===== src/rtl/fetch_ctrl_pkg.sv =====
// Shared types and constants for the rvseed instruction-fetch sequencer.
// Provides CPU_WIDTH (default 32), the reset PC and the FSM state encoding.
`ifndef CPU_WIDTH
`define CPU_WIDTH 32
`endif

package fetch_ctrl_pkg;

    localparam int unsigned XLEN = `CPU_WIDTH;

    localparam logic [XLEN-1:0] RESET_PC = '0;

    typedef enum logic [1:0] {
        FETCH_IDLE = 2'd0,
        FETCH_REQ  = 2'd1,
        FETCH_KILL = 2'd2,
        FETCH_WAIT = 2'd3
    } fetch_state_e;

    // Sequential PC; wraps modulo 2^XLEN.
    function automatic logic [XLEN-1:0] seq_pc(input logic [XLEN-1:0] pc);
        return pc + XLEN'(4);
    endfunction

endpackage


===== src/rtl/fetch_ctrl_if.sv =====
// Fetch bus bundle: imem req/ack transaction plus the decode valid/ready link.
// master = fetch sequencer, slave = memory/decode side.
interface fetch_ctrl_if;
    import fetch_ctrl_pkg::*;

    logic            imem_req;
    logic [XLEN-1:0] imem_addr;
    logic            imem_ack;
    logic [XLEN-1:0] imem_rdata;
    logic            inst_valid;
    logic            inst_ready;
    logic [XLEN-1:0] inst;
    logic [XLEN-1:0] inst_pc;

    modport master (
        output imem_req, imem_addr, inst_valid, inst, inst_pc,
        input  imem_ack, imem_rdata, inst_ready
    );

    modport slave (
        input  imem_req, imem_addr, inst_valid, inst, inst_pc,
        output imem_ack, imem_rdata, inst_ready
    );

endinterface


===== src/rtl/fetch_perf_cnt.sv =====
// Fetch performance counters: delivered instructions and discarded acks.
// Both counters are 32-bit and wrap.
module fetch_perf_cnt (
    input  logic        clk,
    input  logic        rst,
    input  logic        handoff,
    input  logic        kill_ack,
    output logic [31:0] fetch_cnt,
    output logic [31:0] kill_cnt
);

    logic [31:0] fetch_cnt_q, fetch_cnt_d;
    logic [31:0] kill_cnt_q, kill_cnt_d;

    always_comb begin
        fetch_cnt_d = fetch_cnt_q;
        kill_cnt_d  = kill_cnt_q;
        if (handoff)  fetch_cnt_d = fetch_cnt_q + 32'd1;
        if (kill_ack) kill_cnt_d  = kill_cnt_q + 32'd1;
    end

    always_ff @(posedge clk or posedge rst) begin
        if (rst) begin
            fetch_cnt_q <= '0;
            kill_cnt_q  <= '0;
        end else begin
            fetch_cnt_q <= fetch_cnt_d;
            kill_cnt_q  <= kill_cnt_d;
        end
    end

    assign fetch_cnt = fetch_cnt_q;
    assign kill_cnt  = kill_cnt_q;

endmodule


===== src/rtl/fetch_ctrl.sv =====
// Instruction-fetch sequencer: owns the fetch PC, runs imem req/ack, feeds decode.
// Define FETCH_PERF_CNT_EN to add the fetch_cnt/kill_cnt performance counters.
module fetch_ctrl
    import fetch_ctrl_pkg::*;
(
    input  logic            clk,
    input  logic            rst,
    input  logic            ena,
    input  logic            redirect_valid,
    input  logic [XLEN-1:0] redirect_pc,
`ifdef FETCH_PERF_CNT_EN
    output logic [31:0]     fetch_cnt,
    output logic [31:0]     kill_cnt,
`endif
    fetch_ctrl_if.master    bus
);

    fetch_state_e    state_q, state_d;
    logic [XLEN-1:0] pc_q, pc_d;
    logic [XLEN-1:0] addr_q, addr_d;
    logic [XLEN-1:0] inst_q, inst_d;
    logic [XLEN-1:0] inst_pc_q, inst_pc_d;
    logic            valid_q, valid_d;

    always_comb begin
        state_d   = state_q;
        pc_d      = pc_q;
        addr_d    = addr_q;
        inst_d    = inst_q;
        inst_pc_d = inst_pc_q;
        valid_d   = valid_q;
        unique case (state_q)
            FETCH_IDLE: begin
                if (redirect_valid) pc_d = redirect_pc;
                if (ena) begin
                    state_d = FETCH_REQ;
                    addr_d  = redirect_valid ? redirect_pc : pc_q;
                end
            end
            FETCH_REQ: begin
                if (redirect_valid) begin
                    pc_d = redirect_pc;
                    if (!bus.imem_ack) begin
                        state_d = FETCH_KILL;
                    end else if (ena) begin
                        addr_d = redirect_pc;
                    end else begin
                        state_d = FETCH_IDLE;
                    end
                end else if (bus.imem_ack) begin
                    inst_d    = bus.imem_rdata;
                    inst_pc_d = addr_q;
                    valid_d   = 1'b1;
                    pc_d      = seq_pc(addr_q);
                    state_d   = FETCH_WAIT;
                end
            end
            FETCH_KILL: begin
                // A redirect coinciding with the ack still wins.
                if (redirect_valid) pc_d = redirect_pc;
                if (bus.imem_ack) begin
                    if (ena) begin
                        state_d = FETCH_REQ;
                        addr_d  = redirect_valid ? redirect_pc : pc_q;
                    end else begin
                        state_d = FETCH_IDLE;
                    end
                end
            end
            FETCH_WAIT: begin
                if (redirect_valid || bus.inst_ready) begin
                    valid_d = 1'b0;
                    if (redirect_valid) pc_d = redirect_pc;
                    if (ena) begin
                        state_d = FETCH_REQ;
                        addr_d  = redirect_valid ? redirect_pc : pc_q;
                    end else begin
                        state_d = FETCH_IDLE;
                    end
                end
            end
            default: state_d = FETCH_IDLE;
        endcase
    end

    always_ff @(posedge clk or posedge rst) begin
        if (rst) begin
            state_q   <= FETCH_IDLE;
            pc_q      <= RESET_PC;
            addr_q    <= RESET_PC;
            inst_q    <= '0;
            inst_pc_q <= '0;
            valid_q   <= 1'b0;
        end else begin
            state_q   <= state_d;
            pc_q      <= pc_d;
            addr_q    <= addr_d;
            inst_q    <= inst_d;
            inst_pc_q <= inst_pc_d;
            valid_q   <= valid_d;
        end
    end

    assign bus.imem_req   = (state_q == FETCH_REQ) || (state_q == FETCH_KILL);
    assign bus.imem_addr  = addr_q;
    assign bus.inst_valid = valid_q;
    assign bus.inst       = inst_q;
    assign bus.inst_pc    = inst_pc_q;

`ifdef FETCH_PERF_CNT_EN
    logic handoff;
    logic kill_ack;

    assign handoff  = valid_q && bus.inst_ready && !redirect_valid;
    assign kill_ack = bus.imem_ack &&
                      ((state_q == FETCH_KILL) ||
                       ((state_q == FETCH_REQ) && redirect_valid));

    fetch_perf_cnt u_perf (
        .clk       (clk),
        .rst       (rst),
        .handoff   (handoff),
        .kill_ack  (kill_ack),
        .fetch_cnt (fetch_cnt),
        .kill_cnt  (kill_cnt)
    );
`endif

endmodule


===== src/flat_wrapper.sv =====
// flat-port wrapper written by rule: the top's interface ports become plain ports
module fetch_ctrl_flat import fetch_ctrl_pkg::*;
  (clk, rst, ena, redirect_valid, redirect_pc, bus_imem_req, bus_imem_addr, bus_inst_valid, bus_inst, bus_inst_pc, bus_imem_ack, bus_imem_rdata, bus_inst_ready);
  fetch_ctrl_if bus_i ();
  input  logic clk;
  input  logic rst;
  input  logic ena;
  input  logic redirect_valid;
  input  logic [XLEN-1:0] redirect_pc;
  output wire logic [$bits(bus_i.imem_req)-1:0] bus_imem_req;
  output wire logic [$bits(bus_i.imem_addr)-1:0] bus_imem_addr;
  output wire logic [$bits(bus_i.inst_valid)-1:0] bus_inst_valid;
  output wire logic [$bits(bus_i.inst)-1:0] bus_inst;
  output wire logic [$bits(bus_i.inst_pc)-1:0] bus_inst_pc;
  input wire logic [$bits(bus_i.imem_ack)-1:0] bus_imem_ack;
  input wire logic [$bits(bus_i.imem_rdata)-1:0] bus_imem_rdata;
  input wire logic [$bits(bus_i.inst_ready)-1:0] bus_inst_ready;
  assign bus_imem_req = bus_i.imem_req;
  assign bus_imem_addr = bus_i.imem_addr;
  assign bus_inst_valid = bus_i.inst_valid;
  assign bus_inst = bus_i.inst;
  assign bus_inst_pc = bus_i.inst_pc;
  assign bus_i.imem_ack = bus_imem_ack;
  assign bus_i.imem_rdata = bus_imem_rdata;
  assign bus_i.inst_ready = bus_inst_ready;
  fetch_ctrl u_core (.clk(clk), .rst(rst), .ena(ena), .redirect_valid(redirect_valid), .redirect_pc(redirect_pc), .bus(bus_i));
endmodule

===== config.mk =====
export PLATFORM = sky130hd
export DESIGN_NAME = fetch_ctrl_flat
export DESIGN_NICKNAME = d
export VERILOG_FILES = /design/src/rtl/fetch_ctrl_pkg.sv /design/src/rtl/fetch_ctrl_if.sv /design/src/rtl/fetch_perf_cnt.sv /design/src/rtl/fetch_ctrl.sv /design/src/flat_wrapper.sv
export SDC_FILE = /design/constraint.sdc
export NUM_CORES = 1
export LEC_CHECK = 0
export ABC_CLOCK_PERIOD_IN_PS = 10900
export CORE_UTILIZATION = 40
export CTS_CLUSTER_SIZE = 24
export DETAILED_ROUTE_END_ITERATION = 8
export GPL_TIMING_DRIVEN = 0
export PLACE_DENSITY_LB_ADDON = 0.3
export REMOVE_ABC_BUFFERS = 1
export SLEW_MARGIN = 20
export SYNTH_ARGS = -nofsm -noshare
export SYNTH_HDL_FRONTEND = slang
export SYNTH_SLANG_ARGS = --single-unit
export TNS_END_PERCENT = 10

===== constraint.sdc =====
create_clock -name clk -period 10.9 [get_ports clk]
set_input_delay 1.09 -clock clk [delete_from_list [all_inputs] [get_ports clk]]
set_output_delay 1.09 -clock clk [all_outputs]
set_load 0.05 [all_outputs]

# Word level (Yosys, flattened, before mapping)

Cells that the tools add are included.

Bitwise gates (word level): 1
Multiplexer cells: 25
Div/mod/pow operators: 0
$lt $le $gt $ge: 0
$add $sub $neg: 1
Multiply operators: 0
Equality and inequality tests: 12
Shifts and indexed selects: 0
Reduce and logical (&&, ||, !) cells: 10

Operators by type and width:

| operator                                            | number |
|---|---|
| two-way mux 32 bit                                  | 10 |
| one-hot mux 32 bit (4 select lines)                 | 1 |
| one-hot mux 32 bit (3 select lines)                 | 1 |
| adder 32 x 3 -> 32 bit, second input constant       | 1 |
| two-way mux 2 bit                                   | 7 |
| != test 2 bit, second input constant                | 6 |
| AND reduction 5 bit                                 | 2 |
| one-hot mux 2 bit (4 select lines)                  | 1 |
| equality test 2 bit, second input constant          | 2 |
| two-way mux 1 bit                                   | 4 |
| != test 4 bit, second input constant                | 1 |
| AND reduction 4 bit                                 | 1 |
| != test 3 bit, second input constant                | 1 |
| AND reduction 3 bit                                 | 1 |
| equality test 2 x 1 -> 1 bit, second input constant | 1 |
| zero test 2 bit                                     | 1 |
| logical OR 1 bit                                    | 2 |
| != test 2 x 1 -> 1 bit, second input constant       | 1 |
| one-hot mux 1 bit (2 select lines)                  | 1 |
| AND reduction 2 bit                                 | 1 |
| nonzero test 2 bit                                  | 1 |
| OR reduction 2 bit                                  | 1 |
| inverter 1 bit                                      | 1 |

Bits in read-only memories: 0
Output and inout port bits: 98
RAM bits: 0
Bits in latches: 0
Input port bits: 70
Memories kept: 0
Register bits: 131

# Longest topological paths before layout

Word-level depth: 4
Gate-level depth with buffers: 9

# Worst setup path before layout

Ideal clock, no wire load.

Kind: in2reg
From: input bus_imem_ack
To: register u_core.inst_pc_q[10], in the netlist u_core.bus.inst_pc[10]
Arrival time: 2.244 ns
Stages on the path: 7
Data required time: 10.833 ns
Setup time: 0.067 ns
Setup slack: 8.590 ns
Cell sequence: clkbuf_1 > nand2_1 > nor2_1 > clkbuf_1 > buf_1 > nand2_1 > nand2_1

Word-level cells in the longest chain between the ends: 1

Ends and longest elaborated chain:

| element                              | RTL line           | text |
|---|---|---|
| from (decl)                          | flat_wrapper.sv:15 | `input wire logic [$bits(bus_i.imem_ack)-1:0] bus_imem_ack;` |
| AND reduction 3 bit (no source line) | -                  |  |
| to (signal assigned)                 | fetch_ctrl.sv:99   | `inst_pc_q <= inst_pc_d;` |
| to (decl)                            | fetch_ctrl.sv:22   | `logic [XLEN-1:0] inst_pc_q, inst_pc_d;` |

Every way passes these cells.
A chain may end at the register's enable or synchronous reset.

# Final worst setup path

From: input bus_imem_ack
To: register u_core.pc_q[8]

Word-level cells in the longest chain between the ends: 2

Ends and longest elaborated chain:

| element                              | RTL line         | text |
|---|---|---|
| != test 3 bit (no source line)       | -                |  |
| AND reduction 2 bit (no source line) | -                |  |
| to (signal assigned)                 | fetch_ctrl.sv:96 | `pc_q <= pc_d;` |
| to (decl)                            | fetch_ctrl.sv:19 | `logic [XLEN-1:0] pc_q, pc_d;` |

Every way passes these cells.

==> flow_summary.json <==
{
  "yosysSeqAreaShare_pct": 53.85,
  "hold_viol": 0,
  "drcViolationCount": 20,
  "yosys.cell_types.count": 32,
  "postCtsSetupBuffers": 0,
  "seq_power_share_pct": 29.9,
  "syn-cell-area_um2": 6087,
  "cts_hold_buf": 0,
  "synth_ff_type": "dfrtp_1",
  "boundaryPins": 168,
  "clock_latency_ns": 0.42,
  "ant_nets": 0,
  "area_growth_pct": 41.23,
  "violations": "design-rule violations",
  "multi_input_area_um2": 2670,
  "drt_first_pass_iters": 9,
  "antenna_found_initial": 0,
  "drive_above_1_share_pct": 5.276,
  "relSlewSlack_pct": 29.16,
  "layout.nets": 897,
  "port_buffers": 167,
  "grt_pass1_vias": 5175,
  "start_kind": "input port",
  "period_needed_ns": 3.706,
  "dieArea_um2": 15720,
  "grt_pass1_wl_um": 26280,
  "clk_pin_slew_ns": 0.05,
  "fp.coreArea_um2": 14700,
  "rows": 44,
  "vias": 5227,
  "drv_cap": 0,
  "ctsResizeCount": 0,
  "synth.area.top_cells": "dfrtp_1 54%, nand2_1 18%, mux2i_1 6.2%",
  "peakVddDrop_mv": 0.1751,
  "worst_setup_path_end_kind": "flop",
  "gp_congestion": 0.7766,
  "critical_path_arrival_ns": 4.00,
  "clockBufferDepth": 2,
  "cts_root_buf": "clkbuf_16",
  "status": "finished with violations",
  "powerDensity_nw_per_um2": 340.8,
  "cts_made_buffers": 17,
  "period_share_pct": 34.00,
  "worst_slew_pin_slew_ns": 1.060,
  "syn_inst": 673,
  "grtUsageTotal_pct": 21.21,
  "synth_enable_flop_cells": 0,
  "whs_ns": 0.4729,
  "p_total_mw": 2.930,
  "switching_power_mw": 1.348,
  "slew_violations": 0,
  "ys_ff_latch": 131,
  "fillers": 1228,
  "postSynthAreaPerCell_um2": 9.045,
  "worstPathMaxFanout": 29,
  "routed_wl_um": 15790,
  "pwr-share-comb_pct": 48.7,
  "power_frac_clock_pct": 21.5,
  "grt_max_degree": 98,
  "tns_ns": 0,
  "p_int_mw": 1.582,
  "path_class": "in -> reg",
  "synth_top_area_share_pct": 53.85,
  "min_path_type": "reg -> reg",
  "required_ns": 11.20,
  "cts_sinks": 131,
  "fmax_mhz": 269.8,
  "yosysWarnings": 0,
  "wl_per_cell_um": 15.51,
  "start_util_pct": 41.41,
  "seq_area_um2": 3278,
  "drt_iter0_markers": 334,
  "avgViaCountPerCell": 5.135,
  "netlist.top_cell.by_area": "dfrtp_1",
  "cts_tree": "done",
  "die_w_um": 125.4,
  "rsz0062_at_grt": "no",
  "synthArstFlopShare_pct": 100.0,
  "finalCoreUtilization_pct": 58.49,
  "fin_skew_ns": 0.01037,
  "setup_violations": 0,
  "globalRouteOverflowTotal": 0,
  "dp_hpwl_um": 10300,
  "die_h_um": 125.4,
  "p_leak_nw": 3.936,
  "power_switching_share_pct": 45.99,
  "htreeDepth": 4,
  "diodes": 0
}
==> cell type report <==
class | count | share of cell area (%)
Clock buffer | 22 | 5.516
Timing Repair Buffer | 170 | 20.20
Tap cell | 184 | 2.678
Multi-Input combinational cell | 495 | 31.06
Sequential cell | 131 | 38.13
Inverter | 6 | 0.3493
Clock inverter | 10 | 2.067
==> power groups by stage <==
stage	sequential, mW	clock (mW)	combinational [mW]
2_1_floorplan	1.43	0	0.363
3_3_place_gp	0.865	0	1.41
3_5_place_dp	0.881	0	1.43
4_1_cts	0.875	0.641	1.44
5_1_grt	0.907	0.664	1.51
6_report	0.875	0.629	1.43
==> cell usage in the layout, fill, tap and decap left out, types with 3 or more instances in the layout <==
cell type        count
nand3_1             11
clkbuf_16           17
a21oi_1              5
o221ai_1            21
nand2_1            289
xor2_1              23
mux2i_1             38
and3_1               6
clkbuf_8             3
nand2b_1             4
o21ai_0             42
and2_1               3
xnor2_1              4
clkinv_2             4
bufinv_16            5
inv_1                5
nor2_1               9
clkdlybuf4s50_1    166
nand4_1             13
ha_1                 6
dfrtp_1            131
==> path summary, 6_finish.rpt <==
path                                         from                      to  slack (ns)  cells after the start
setup / recovery                     bus_imem_ack          u_core.pc_q[8]        7.19                      6
hold / removal             u_core.bus.inst_pc[21]  u_core.bus.inst_pc[21]        0.47                      2
setup reg to reg                u_core.state_q[1]          u_core.pc_q[8]        7.60                      7
hold reg to reg            u_core.bus.inst_pc[21]  u_core.bus.inst_pc[21]        0.47                      2
max in group asynchronous                     rst          u_core.pc_q[7]        9.09                      3
min in group asynchronous                     rst     u_core.bus.inst[12]        1.05                      2
==> synth_stat cells, types with 5 or more instances <==
library cell    n
o221ai_1       21
and3_1          6
nand3_1        14
mux2i_1        38
xor2_1         23
dfrtp_1       131
ha_1            6
nand4_1        13
nor2_1         11
o21ai_0        42
clkbuf_1       33
nand2_1       289
inv_1           6
a21oi_1         5
==> logic make-up (layout without fill, tap and decap cells) <==
family | count (synthesis) | count (layout) | synth area share, %
compound gates | 75 | 75 | 7.893
xor+xnor | 27 | 27 | 3.885
fa+ha+maj | 6 | 6 | 1.233
buf+inv | 47 | 208 | 3.022
flops | 131 | 131 | 53.85
mux | 39 | 39 | 6.434
simple gates | 348 | 348 | 23.68
==> worst max-delay path: stages <==
cell and delay (ns):
clkdlybuf4s50_1 0.67, nand2_1 0.17, nor2_4 0.64, nand2_1 0.86, o21bai_1 0.42, o311a_1 0.16
==> per-layer routing <==
| layer | vias to the layer above | GRT usage, % | routed length, µm |
|---|---|---|---|
| li1 | 2524 | - | - |
| met1 | 2509 | 27.45 | 7166 |
| met2 | 183 | 34.44 | 7535 |
| met3 | 11 | 5.434 | 953 |
| met5 | - | 0 | 0 |
| met4 | 0 | 7.532 | 136 |
==> state kept, by name, summed over array words and instances, names as in the netlist <==
name and count:
u_core.bus.imem_addr 32, u_core.pc_q 32, u_core.bus.inst_pc 32, u_core.bus.inst_valid 1, u_core.state_q 2, u_core.bus.inst 32
==> stage by stage <==
stage          cells  instance area [µm²]  worst slack, ns
2_1_floorplan    632                 5926            6.023
3_5_place_dp     986                 7945            6.774
6_report        1018                 8597            7.194
4_1_cts         1018                 8597            7.189
3_3_place_gp     983                 7828            1.588
5_1_grt         1018                 8597            6.992
Power figures use the tool's default switching activity.
